==> src/rtl/pooling_feeder.sv <==
// Purpose : sequences convolution rows into the max-pooling cell array, one lane per window column group.
// Latency : out_valid rises POOL_SIZE+1 edges after the last row of a window is accepted.
// Backpressure : stalls in CAPTURE while out_data is held, with row_ready low and MIN driven to the array.
//
// Ports:
//   clk, rst_n              clock, synchronous active-low reset
//   row_in/row_valid/row_ready  one convolution row per handshake (word 0 at MSB end)
//   pool_data, pool_clear   drive the array's data_in/clear (lane 0 at MSB end)
//   pool_result             array data_out, sampled in CAPTURE
//   out_data/out_valid/out_ready  captured window maxima
module pooling_feeder #(
  parameter int OUTPUT_SIZE = 3,
  parameter int POOL_SIZE   = 2,
  parameter int DATA_WIDTH  = 32
) (
  input  logic                              clk,
  input  logic                              rst_n,
  input  logic [OUTPUT_SIZE*POOL_SIZE*DATA_WIDTH-1:0] row_in,
  input  logic                              row_valid,
  output logic                              row_ready,
  output logic [OUTPUT_SIZE*DATA_WIDTH-1:0] pool_data,
  output logic                              pool_clear,
  input  logic [OUTPUT_SIZE*DATA_WIDTH-1:0] pool_result,
  output logic [OUTPUT_SIZE*DATA_WIDTH-1:0] out_data,
  output logic                              out_valid,
  input  logic                              out_ready
);

  localparam int N  = OUTPUT_SIZE * POOL_SIZE;
  localparam int CW = (POOL_SIZE > 1) ? $clog2(POOL_SIZE) : 1;
  localparam int IW = (N > 1) ? $clog2(N) : 1;
  localparam logic [CW-1:0] LAST = CW'(POOL_SIZE - 1);
  // Most negative two's complement value: neutral element for max.
  localparam logic [DATA_WIDTH-1:0] MIN = {1'b1, {(DATA_WIDTH-1){1'b0}}};

  typedef enum logic [1:0] {
    S_CLEAR,
    S_WAIT_ROW,
    S_FEED,
    S_CAPTURE
  } state_t;

  state_t state, state_nxt;

  logic [N*DATA_WIDTH-1:0] row_buf;
  logic [CW-1:0]           k;
  logic [CW-1:0]           r;
  logic                    load;
  logic [DATA_WIDTH-1:0]   row_word [N];

  // State register
  always_ff @(posedge clk) begin
    if (!rst_n) begin
      state <= S_CLEAR;
    end else begin
      state <= state_nxt;
    end
  end

  // Next state and control outputs
  always_comb begin
    state_nxt  = state;
    row_ready  = 1'b0;
    pool_clear = 1'b0;
    load       = 1'b0;
    case (state)
      S_CLEAR: begin
        pool_clear = 1'b1;
        state_nxt  = S_WAIT_ROW;
      end
      S_WAIT_ROW: begin
        row_ready = 1'b1;
        if (row_valid) begin
          state_nxt = S_FEED;
        end
      end
      S_FEED: begin
        if (k == LAST) begin
          state_nxt = (r == LAST) ? S_CAPTURE : S_WAIT_ROW;
        end
      end
      S_CAPTURE: begin
        // Load when the output register is empty or being drained this cycle.
        if (!out_valid || out_ready) begin
          load      = 1'b1;
          state_nxt = S_CLEAR;
        end
      end
      default: state_nxt = S_CLEAR;
    endcase
  end

  // Unpack the buffered row so lane/column selection is a plain index.
  always_comb begin
    for (int i = 0; i < N; i++) begin
      row_word[i] = row_buf[(N-i)*DATA_WIDTH-1 -: DATA_WIDTH];
    end
  end

  // Lane j carries column k of its horizontal group; MIN elsewhere keeps the array unchanged.
  always_comb begin
    logic [IW-1:0] idx;
    idx       = '0;
    pool_data = {OUTPUT_SIZE{MIN}};
    if (state == S_FEED) begin
      for (int j = 0; j < OUTPUT_SIZE; j++) begin
        idx = IW'(j * POOL_SIZE) + IW'(k);
        pool_data[(OUTPUT_SIZE-j)*DATA_WIDTH-1 -: DATA_WIDTH] = row_word[idx];
      end
    end
  end

  // Datapath registers: row buffer, column/row counters, output register
  always_ff @(posedge clk) begin
    if (!rst_n) begin
      row_buf   <= '0;
      k         <= '0;
      r         <= '0;
      out_data  <= '0;
      out_valid <= 1'b0;
    end else begin
      if (state == S_WAIT_ROW && row_valid) begin
        row_buf <= row_in;
        k       <= '0;
      end

      if (state == S_FEED) begin
        if (k == LAST) begin
          k <= '0;
          r <= (r == LAST) ? '0 : r + CW'(1);
        end else begin
          k <= k + CW'(1);
        end
      end

      // A load wins over a drain so back-to-back results never drop out_valid.
      if (load) begin
        out_data  <= pool_result;
        out_valid <= 1'b1;
      end else if (out_ready) begin
        out_valid <= 1'b0;
      end
    end
  end

endmodule
==> config.mk <==
export PLATFORM = sky130hd
export DESIGN_NAME = pooling_feeder
export DESIGN_NICKNAME = d
export VERILOG_FILES = /design/src/rtl/pooling_feeder.sv
export SDC_FILE = /design/constraint.sdc
export NUM_CORES = 1
export LEC_CHECK = 0
export CAP_MARGIN = 40
export CORE_AREA = 4 4 190 192
export CTS_BUF_LIST = sky130_fd_sc_hd__clkbuf_16
export CTS_CLUSTER_DIAMETER = 40
export CTS_CLUSTER_SIZE = 20
export DETAILED_ROUTE_END_ITERATION = 12
export DIE_AREA = 0 0 194 196
export GPL_TIMING_DRIVEN = 0
export PLACE_DENSITY = 0.67
export SYNTH_ARGS = -nofsm -noshare
export SYNTH_HDL_FRONTEND = slang
export SYNTH_SLANG_ARGS = --single-unit
==> constraint.sdc <==
create_clock -name clk -period 3.81 [get_ports clk]
set_input_delay 0.762 -clock clk [delete_from_list [all_inputs] [get_ports clk]]
set_output_delay 0.762 -clock clk [all_outputs]
set_load 0.02 [all_outputs]
=== After elaboration in Yosys (flattened, before gate mapping) ===
Index checks and enable logic that the tools add are counted.
W data, S select, Z words.

* Word-level logic and storage cells: 55
* Register bits: 293
* Output and inout bits: 195

* Equality and inequality tests: 6
* Order comparisons: 3
* Reductions and logical operators: 8
* Add/subtract/negate cells: 4
* Bitwise gates (word level): 3
* Mux-type cells: 25

{| class="wikitable"
|+ Operators with widths
! cell !! count
|-
| $bmux W32 S3 || 3
|-
| $mux W32 || 6
|-
| $mux W96 || 1
|-
| $ge A4 B4 Y1 const B || 3
|-
| $mux W1 || 10
|-
| $mux W2 || 4
|-
| $not A3 Y4 || 2
|-
| $pmux W2 S4 || 1
|-
| $ne A2 B2 Y1 const B || 3
|-
| $eq A2 B2 Y1 const B || 2
|-
| $not A1 Y4 || 1
|-
| $reduce_bool A2 Y1 || 2
|-
| $add A2 B1 Y3 const A || 1
|-
| $add A3 B1 Y3 const A || 1
|-
| $reduce_and A3 Y1 || 1
|-
| $add A1 B1 Y1 const B || 2
|-
| $eq A2 B1 Y1 const B || 1
|-
| $logic_not A2 Y1 || 1
|-
| $reduce_and A2 Y1 || 1
|-
| $logic_and A1 B1 Y1 || 1
|-
| $logic_not A1 Y1 || 1
|-
| $logic_or A1 B1 Y1 || 1
|}

=== Depth between registers and ports, before layout ===
Gate-level depths: netlist of the first run.

* Depth in word-level cells: 6
* Depth in mapped cells: 7

=== Worst setup path before layout of the first run ===
Ideal clock, no wire load.

* Path type: register to output
* From: register state[0]
* To: output pool_data[27]
* Path buffers: 4
* Data arrival time: 1.254 ns
* Required time: 3.048 ns
* Stages on the path, launching flop included: 7
* Setup slack: 1.794 ns
* Cell sequence: dfxtp_1 buf_4 and3b_1 clkbuf_2 buf_6 buf_6 a22o_1

* Longest elaborated chain between the ends: 2

{| class="wikitable"
|+ RTL lines
! what !! line !! RTL
|-
| from (decl) || 43 || <nowiki>state_t state, state_nxt;</nowiki>
|-
| from (signal assigned) || 56 || <nowiki>state <= state_nxt;</nowiki>
|-
| $eq A2 B2 Y1 || 105 || <nowiki>if (state == S_FEED) begin</nowiki>
|-
| $mux W96 || 105 ||
|-
| to (decl) || 21 || <nowiki>output logic [OUTPUT_SIZE*DATA_WIDTH-1:0] pool_data,</nowiki>
|}

No other way between the ends.

=== Worst setup path after layout of the first run ===
* From: register state[1]
* To: output pool_data[49]

The elaborated chain is that of the path after synthesis.

==> flow_summary.json, run 1 <==
{
  "grt_pass1_vias": 12650,
  "report.final.slew_viol_count": 0,
  "synth_flop_cell": "sky130_fd_sc_hd__dfxtp_1",
  "hold_buffers": 0,
  "count_of_flip_flops_with_a_built_in_enable_after_synthesis": 0,
  "detailed_place_hpwl_mm": 36.53,
  "peakVddDrop_uv": 443.0,
  "worst-setup-path-type": "reg -> out",
  "max_slew.worst_pin.slew_ns": 0.7028,
  "power.density_nw_per_um2": 461.5,
  "status": "finished clean",
  "fin_crit_ns": 3.389,
  "cts_resized": 0,
  "coreArea_um2": 34370,
  "grt_max_degree": 14,
  "yosys.cell_types.count": 30,
  "vias_per_cell": 5.010,
  "synth-seq-area-share": 0.4875,
  "final_cell_area_um2": 19090,
  "total_routing_usage_reported_by_global_routing": 0.2369,
  "synth_top_cells_by_area": "sky130_fd_sc_hd__dfxtp_1 49%, sky130_fd_sc_hd__nand2_1 12%, sky130_fd_sc_hd__mux2i_1 8.0%, sky130_fd_sc_hd__nand3_1 8.0%, sky130_fd_sc_hd__a22o_1 6.8%",
  "globalRouteOverflowTotal": 0,
  "clk-insertion-delay-late_ns": 0.54,
  "timing.hold.worst.class": "reg -> reg",
  "clock_path_buffers": 3,
  "synth.top_cells.by_count": "386 x sky130_fd_sc_hd__nand2_1, 293 x sky130_fd_sc_hd__dfxtp_1, 192 x sky130_fd_sc_hd__nand3_1",
  "n_fill_cell": 3166,
  "skew_ns": 0.02247,
  "ff2ff_path_depth": 4,
  "port_buffers": 485,
  "finalWeightedCongestion": 0.8788,
  "power.leakage_nw": 7.112,
  "clock-sinks": 293,
  "average_size_of_a_mapped_cell_um2": 8.516,
  "final_min_period_over_clock_period": 0.8896,
  "startpoint_type": "flop",
  "most_frequent_cell_after_synthesis": "sky130_fd_sc_hd__nand2_1",
  "global_route_wire_length_before_repair_mm": 72.04,
  "antenna_violating_nets_post_route": 0,
  "postSynthRegisterBits": 293,
  "dp.cells": 2353,
  "library_cell_occupying_the_most_area_in_the_post_synthesis_netlist": "sky130_fd_sc_hd__dfxtp_1",
  "timing.critical_path.fanout_max": 10,
  "worst_hold_path.num_cells": 2,
  "clk_transition_reported_paths_ns": 0.05,
  "buffers_inserted_by_post_cts_timing_repair": 0,
  "routed_wire_per_std_cell_um": 19.53,
  "dpl_cell_area_um2": 17460,
  "vias": 12250,
  "arrival_time_of_data_at_the_critical_path_endpoint_ns": 2.63,
  "starting_density": 0.3501,
  "postSynthCellCount": 1413,
  "critPathRequiredTime_ns": 3.05,
  "drt_wl_total_mm": 47.75,
  "antenna_found_initial": 7,
  "tritoncts": "done",
  "cts_made_buffers": 46,
  "async_flop_share": 0,
  "flow.area_growth_from_synthesis_pct": 58.64,
  "finalHoldViolCount": 0,
  "finished_layout_cells": 2445,
  "width_of_the_die_um": 194,
  "nets_in_the_synthesized_netlist": 1705,
  "maxCapViolations": 0,
  "setup.worst_path.end_class": "output pin",
  "synthDominantCellAreaShare": 0.4875,
  "drt_first_iter_violations": 559,
  "rsz0062_at_grt": "false",
  "cts-htree-levels": 2,
  "clock_root_cell": "sky130_fd_sc_hd__clkbuf_16",
  "fin_tns_setup_ns": 0,
  "detail_route.first_pass.iterations": 5,
  "top_level_ports": 487,
  "max_clock_freq_ghz": 0.2950,
  "normalized_max_slew_margin": 0.5315,
  "netlist_area_um2": 12030,
  "rows": 68,
  "yosysWarningCount": 0,
  "layout.nets": 2238,
  "fraction_of_layout_cells_with_a_size_suffix_above_1": 0.07560,
  "detail_route.drc_violations": 0,
  "fp.dieArea_um2": 38020,
  "die_h_um": 196,
  "setup_viol_count_final": 0
}
## per-stage QoR
| step | utilization | total power, mW | setup slack [ns] | hold slack, ns |
|---|---|---|---|---|
| finish | 0.5553 | 8.809 | 0.4207 | 0.4549 |
| global route | 0.5553 | 9.144 | 0.2901 | 0.4656 |
| CTS | 0.5549 | 8.894 | 0.3688 | 0.4561 |
| detailed placement | 0.5079 | 4.504 | 0.9458 | 0.4468 |
| global placement | 0.5079 | 4.491 | 0.9523 | 0.4408 |
| floorplan | - | 3.890 | 1.794 | 0.4364 |
## cells in the final DEF (no fill, tap or decap), drive strengths merged
cell,synthesis,final
a21boi,1,1
a21oi,1,1
a22o,93,93
and2,1,1
and2b,1,1
and3b,1,1
and4b,1,1
buf,70,70
bufinv,0,8
clkbuf,70,117
clkdlybuf4s50,0,485
clkinv,0,15
clkinvlp,0,2
dfxtp,293,293
diode,0,6
inv,0,14
mux2i,96,96
nand2,386,386
nand2b,2,2
nand3,192,192
nand3b,1,1
nor2,1,1
nor2b,3,3
nor3b,2,2
nor4b,1,1
o21ai,193,193
o22a,3,3
xor2,1,1
## cell families (layout without fill, tap and decap cells)
| family | Yosys count | count (layout) | synth area share |
|---|---|---|---|
| simple gates | 592 | 592 | 0.2107 |
| xor+xnor | 1 | 1 | 0.0007280 |
| buf+inv | 140 | 711 | 0.07008 |
| mux | 96 | 96 | 0.07986 |
| other cells | 0 | 6 | 0 |
| flops | 293 | 293 | 0.4875 |
| compound gates | 291 | 291 | 0.1512 |
## cell type report
| cell class | instances | area [um2] | share of cell area |
|---|---|---|---|
| Sequential cell | 293 | 5866 | 0.3073 |
| Multi-Input combinational cell | 980 | 5324 | 0.2789 |
| Timing Repair Buffer | 485 | 4855 | 0.2543 |
| Clock buffer | 47 | 1176 | 0.06162 |
| Buffer | 140 | 843.3 | 0.04418 |
| Tap cell | 455 | 569.3 | 0.02982 |
| Clock inverter | 39 | 440.4 | 0.02307 |
| Antenna cell | 6 | 15.01 | 0.0007866 |
## path summary, 6_finish.rpt
kind,startpoint,endpoint,slack [ns]
max reg2reg,state[1],row_buf[146],2.11
min,row_buf[131],row_buf[131],0.45
max,state[1],pool_data[49],0.42
min reg2reg,row_buf[131],row_buf[131],0.45
## registers in the layout, indices dropped and copies added, names as in the netlist
signal     cells
r              1
row_buf      192
out_data      96
out_valid      1
state          2
k              1
## layer usage
layer  part of all wire  vias up  GRT usage
met2               0.49      489     0.4200
li1                   -     5944          -
met4              0.028        2    0.07474
met5            0.00023        -          0
met3              0.095       80    0.08312
met1               0.38     5734     0.2679
## critical path: stages, from the launching register on
cell	delay [ns]
sky130_fd_sc_hd__dfxtp_1	0.47
sky130_fd_sc_hd__nor2b_4	0.23
sky130_fd_sc_hd__and2b_1	0.18
sky130_fd_sc_hd__buf_6	0.21
sky130_fd_sc_hd__buf_6	0.17
sky130_fd_sc_hd__a22o_1	0.22
sky130_fd_sc_hd__clkdlybuf4s50_1	0.63
## power breakdown
| part | switching (mW) | internal, mW | total [mW] |
|---|---|---|---|
| Sequential | 0.0949 | 3.23 | 3.33 |
| Clock | 1.55 | 2.81 | 4.36 |
| Combinational | 0.565 | 0.553 | 1.12 |
| Total | 2.21 | 6.60 | 8.81 |
Note: power is estimated with default switching activity, not from simulation.
==> run 2, diff against run 1 <==
- CAP_MARGIN: 40 -> 10
==> results of run 2 <==
Same layout as run 1: the final DEF is identical, and so are final timing and power.
==> run 3, diff against run 2 <==
- CORE_AREA: 4 4 190 192 -> default
- CORE_ASPECT_RATIO: default -> 0.6
- CORE_MARGIN: default -> 5
- CORE_UTILIZATION: default -> 39
- DIE_AREA: 0 0 194 196 -> default
- PLACE_DENSITY: 0.67 -> 0.76
- clock period: 3.81 -> 2.8 ns (I/O delays scaled with it)
==> run 3 against run 2 <==
Sequential cell count unchanged. Power up 21%. Non-clock buffer count unchanged. Clock power grew 5%. Global-route usage grew 3.5 points. Register-to-register slack worse by 0.97 ns. Clock-buffer cell count shrank 10. Utilization increased by 5.2 points. Sequential share of layout area rose by 1.3 points. Critical path depth rose by 1. Combinational power is 39% higher. Die area fell by 9.1%. Critical endpoint is now pool_data[39]. Largest cell class unchanged. Highest routed layer is now met4.
==> flow_summary.json, run 3 (synthesized netlist as in run 1, its figures left out) <==
{
  "status": "finished clean",
  "rows": 49,
  "clock-sinks": 293,
  "worst-setup-path-type": "reg -> out",
  "timing.critical_path.fanout_max": 10,
  "final_min_period_over_clock_period": 0.9751,
  "power.leakage_nw": 7.073,
  "detail_route.drc_violations": 0,
  "coreArea_um2": 30160,
  "total_routing_usage_reported_by_global_routing": 0.2720,
  "cts_made_buffers": 35,
  "timing.hold.worst.class": "reg -> reg",
  "fin_crit_ns": 2.730,
  "normalized_max_slew_margin": 0.4309,
  "timing.critical_path.buf_inv": 4,
  "top_level_ports": 487,
  "flow.area_growth_from_synthesis_pct": 52.24,
  "finalWeightedCongestion": 0.8999,
  "hold_buffers": 0,
  "grt_max_degree": 15,
  "antenna_violating_nets_post_route": 0,
  "clock_path_buffers": 3,
  "port_buffers": 485,
  "n_fill_cell": 2618,
  "fin_tns_setup_ns": 0,
  "clk_transition_reported_paths_ns": 0.06,
  "path_delay_family": "buffers and inverters",
  "met1_length_mm": 21.38,
  "finished_layout_cells": 2372,
  "highest_delay_cell_along_the_critical_path": "sky130_fd_sc_hd__clkdlybuf4s15_1",
  "grt_pass1_vias": 12380,
  "report.final.slew_viol_count": 0,
  "width_of_the_die_um": 236.8,
  "starting_density": 0.3989,
  "clk-insertion-delay-late_ns": 0.52,
  "max_slew.worst_pin.slew_ns": 0.8536,
  "cts-htree-levels": 2,
  "met3_length_mm": 4.159,
  "most_common_cell_after_layout_fill_and_taps_aside": "sky130_fd_sc_hd__clkdlybuf4s50_1",
  "fp.dieArea_um2": 34580,
  "rsz0062_at_grt": "false",
  "reg.largest.list": "row_buf (192), out_data (96), state (2)",
  "cp-startpoint": "state[0]",
  "cts_resized": 144,
  "die_h_um": 146.1,
  "min_from": "out_data[57]",
  "power.density_nw_per_um2": 580.7,
  "layout.nets": 2227,
  "skew_ns": 0.01466,
  "finalHoldViolCount": 0,
  "arrival_time_of_data_at_the_critical_path_endpoint_ns": 2.17,
  "detailed_place_hpwl_mm": 38.46,
  "regMostFlops": "row_buf",
  "topRoutingLayerUsed": "met4",
  "maxCapViolations": 0,
  "routed_wire_per_std_cell_um": 21.00,
  "globalRouteOverflowTotal": 0,
  "critPathRequiredTime_ns": 2.24,
  "drt_first_iter_violations": 945,
  "buffers_inserted_by_post_cts_timing_repair": 0,
  "drt_wl_total_mm": 49.81,
  "met2WireLength_mm": 22.52,
  "timing.critical_path.cells": "buf_4 > nor2b_4 > and2b_2 > buf_8 > buf_6 > a22o_1 > clkdlybuf4s15_1",
  "clock_root_cell": "sky130_fd_sc_hd__clkbuf_16",
  "antenna_found_initial": 4,
  "fraction_of_layout_cells_with_a_size_suffix_above_1": 0.09796,
  "setup.worst_path.end_class": "output pin",
  "tritoncts": "done",
  "mostFrequentLayoutCells": "392 x sky130_fd_sc_hd__clkdlybuf4s50_1, 386 x sky130_fd_sc_hd__nand2_1, 292 x sky130_fd_sc_hd__dfxtp_1",
  "max_clock_freq_ghz": 0.3663,
  "reg2reg_start": "state[1]",
  "vias_per_cell": 5.309,
  "detail_route.first_pass.iterations": 4,
  "vias": 12590,
  "peakVddDrop_uv": 369.1,
  "global_route_wire_length_before_repair_mm": 74.35,
  "cpPeakStageDelay_ns": 0.30,
  "dp.cells": 2306,
  "largest_register_ff_count": 192,
  "startpoint_type": "flop",
  "setup_viol_count_final": 0
}
-- run 3: worst paths after layout --
path / cells after the start / end / slack [ns]
hold / removal: 2 / out_data[57] / 0.46
setup reg to reg: 4 / row_buf[97] / 1.14
hold reg to reg: 2 / out_data[57] / 0.46
setup / recovery: 7 / pool_data[39] / 0.07
-- run 3: power by group --
group | switching (mW) | leakage (nW) | internal [mW] | total [mW]
Combinational | 0.810 | 4.12 | 0.746 | 1.56
Clock | 1.87 | 0.569 | 2.69 | 4.56
Sequential | 0.127 | 2.38 | 4.39 | 4.52
-- run 3: cell type report --
type / instances / area [um2] / area share
flip-flops and latches: 293 / 5867 / 0.3203
multi-input cells: 980 / 5325 / 0.2907
repair buffers: 485 / 4581 / 0.2501
clock buffers: 37 / 925.9 / 0.05054
plain buffers: 140 / 878.3 / 0.04795
well taps: 408 / 510.5 / 0.02787
clock inverters: 25 / 221.5 / 0.01209
diodes: 4 / 10.01 / 0.0005464
-- run 3: metrics by stage --
stage	cell area, um2	worst slack [ns]	power, mW	hold WS (ns)	utilization
6_report	18320	0.06972	10.64	0.4582	0.6073
5_1_grt	18320	0.0004667	11.01	0.4728	0.6072
4_1_cts	18490	0.0002147	10.68	0.4568	0.6128
3_5_place_dp	17400	0.1035	6.150	0.4466	0.5768
3_3_place_gp	17400	0.1226	6.114	0.4424	0.5768
2_1_floorplan	12030	0.9859	5.293	0.4364	-
-- run 3: metal layers --
layer,track usage,up-vias
met4,0.09631,0
met5,0,-
met2,0.4188,568
li1,-,5898
met1,0.3734,6013
met3,0.06843,113
-- run 3: worst min-delay path: stages (launching register included) --
cell and delay, ns:
sky130_fd_sc_hd__dfxtp_1 0.31, sky130_fd_sc_hd__nand2_1 0.05, sky130_fd_sc_hd__mux2i_1 0.05
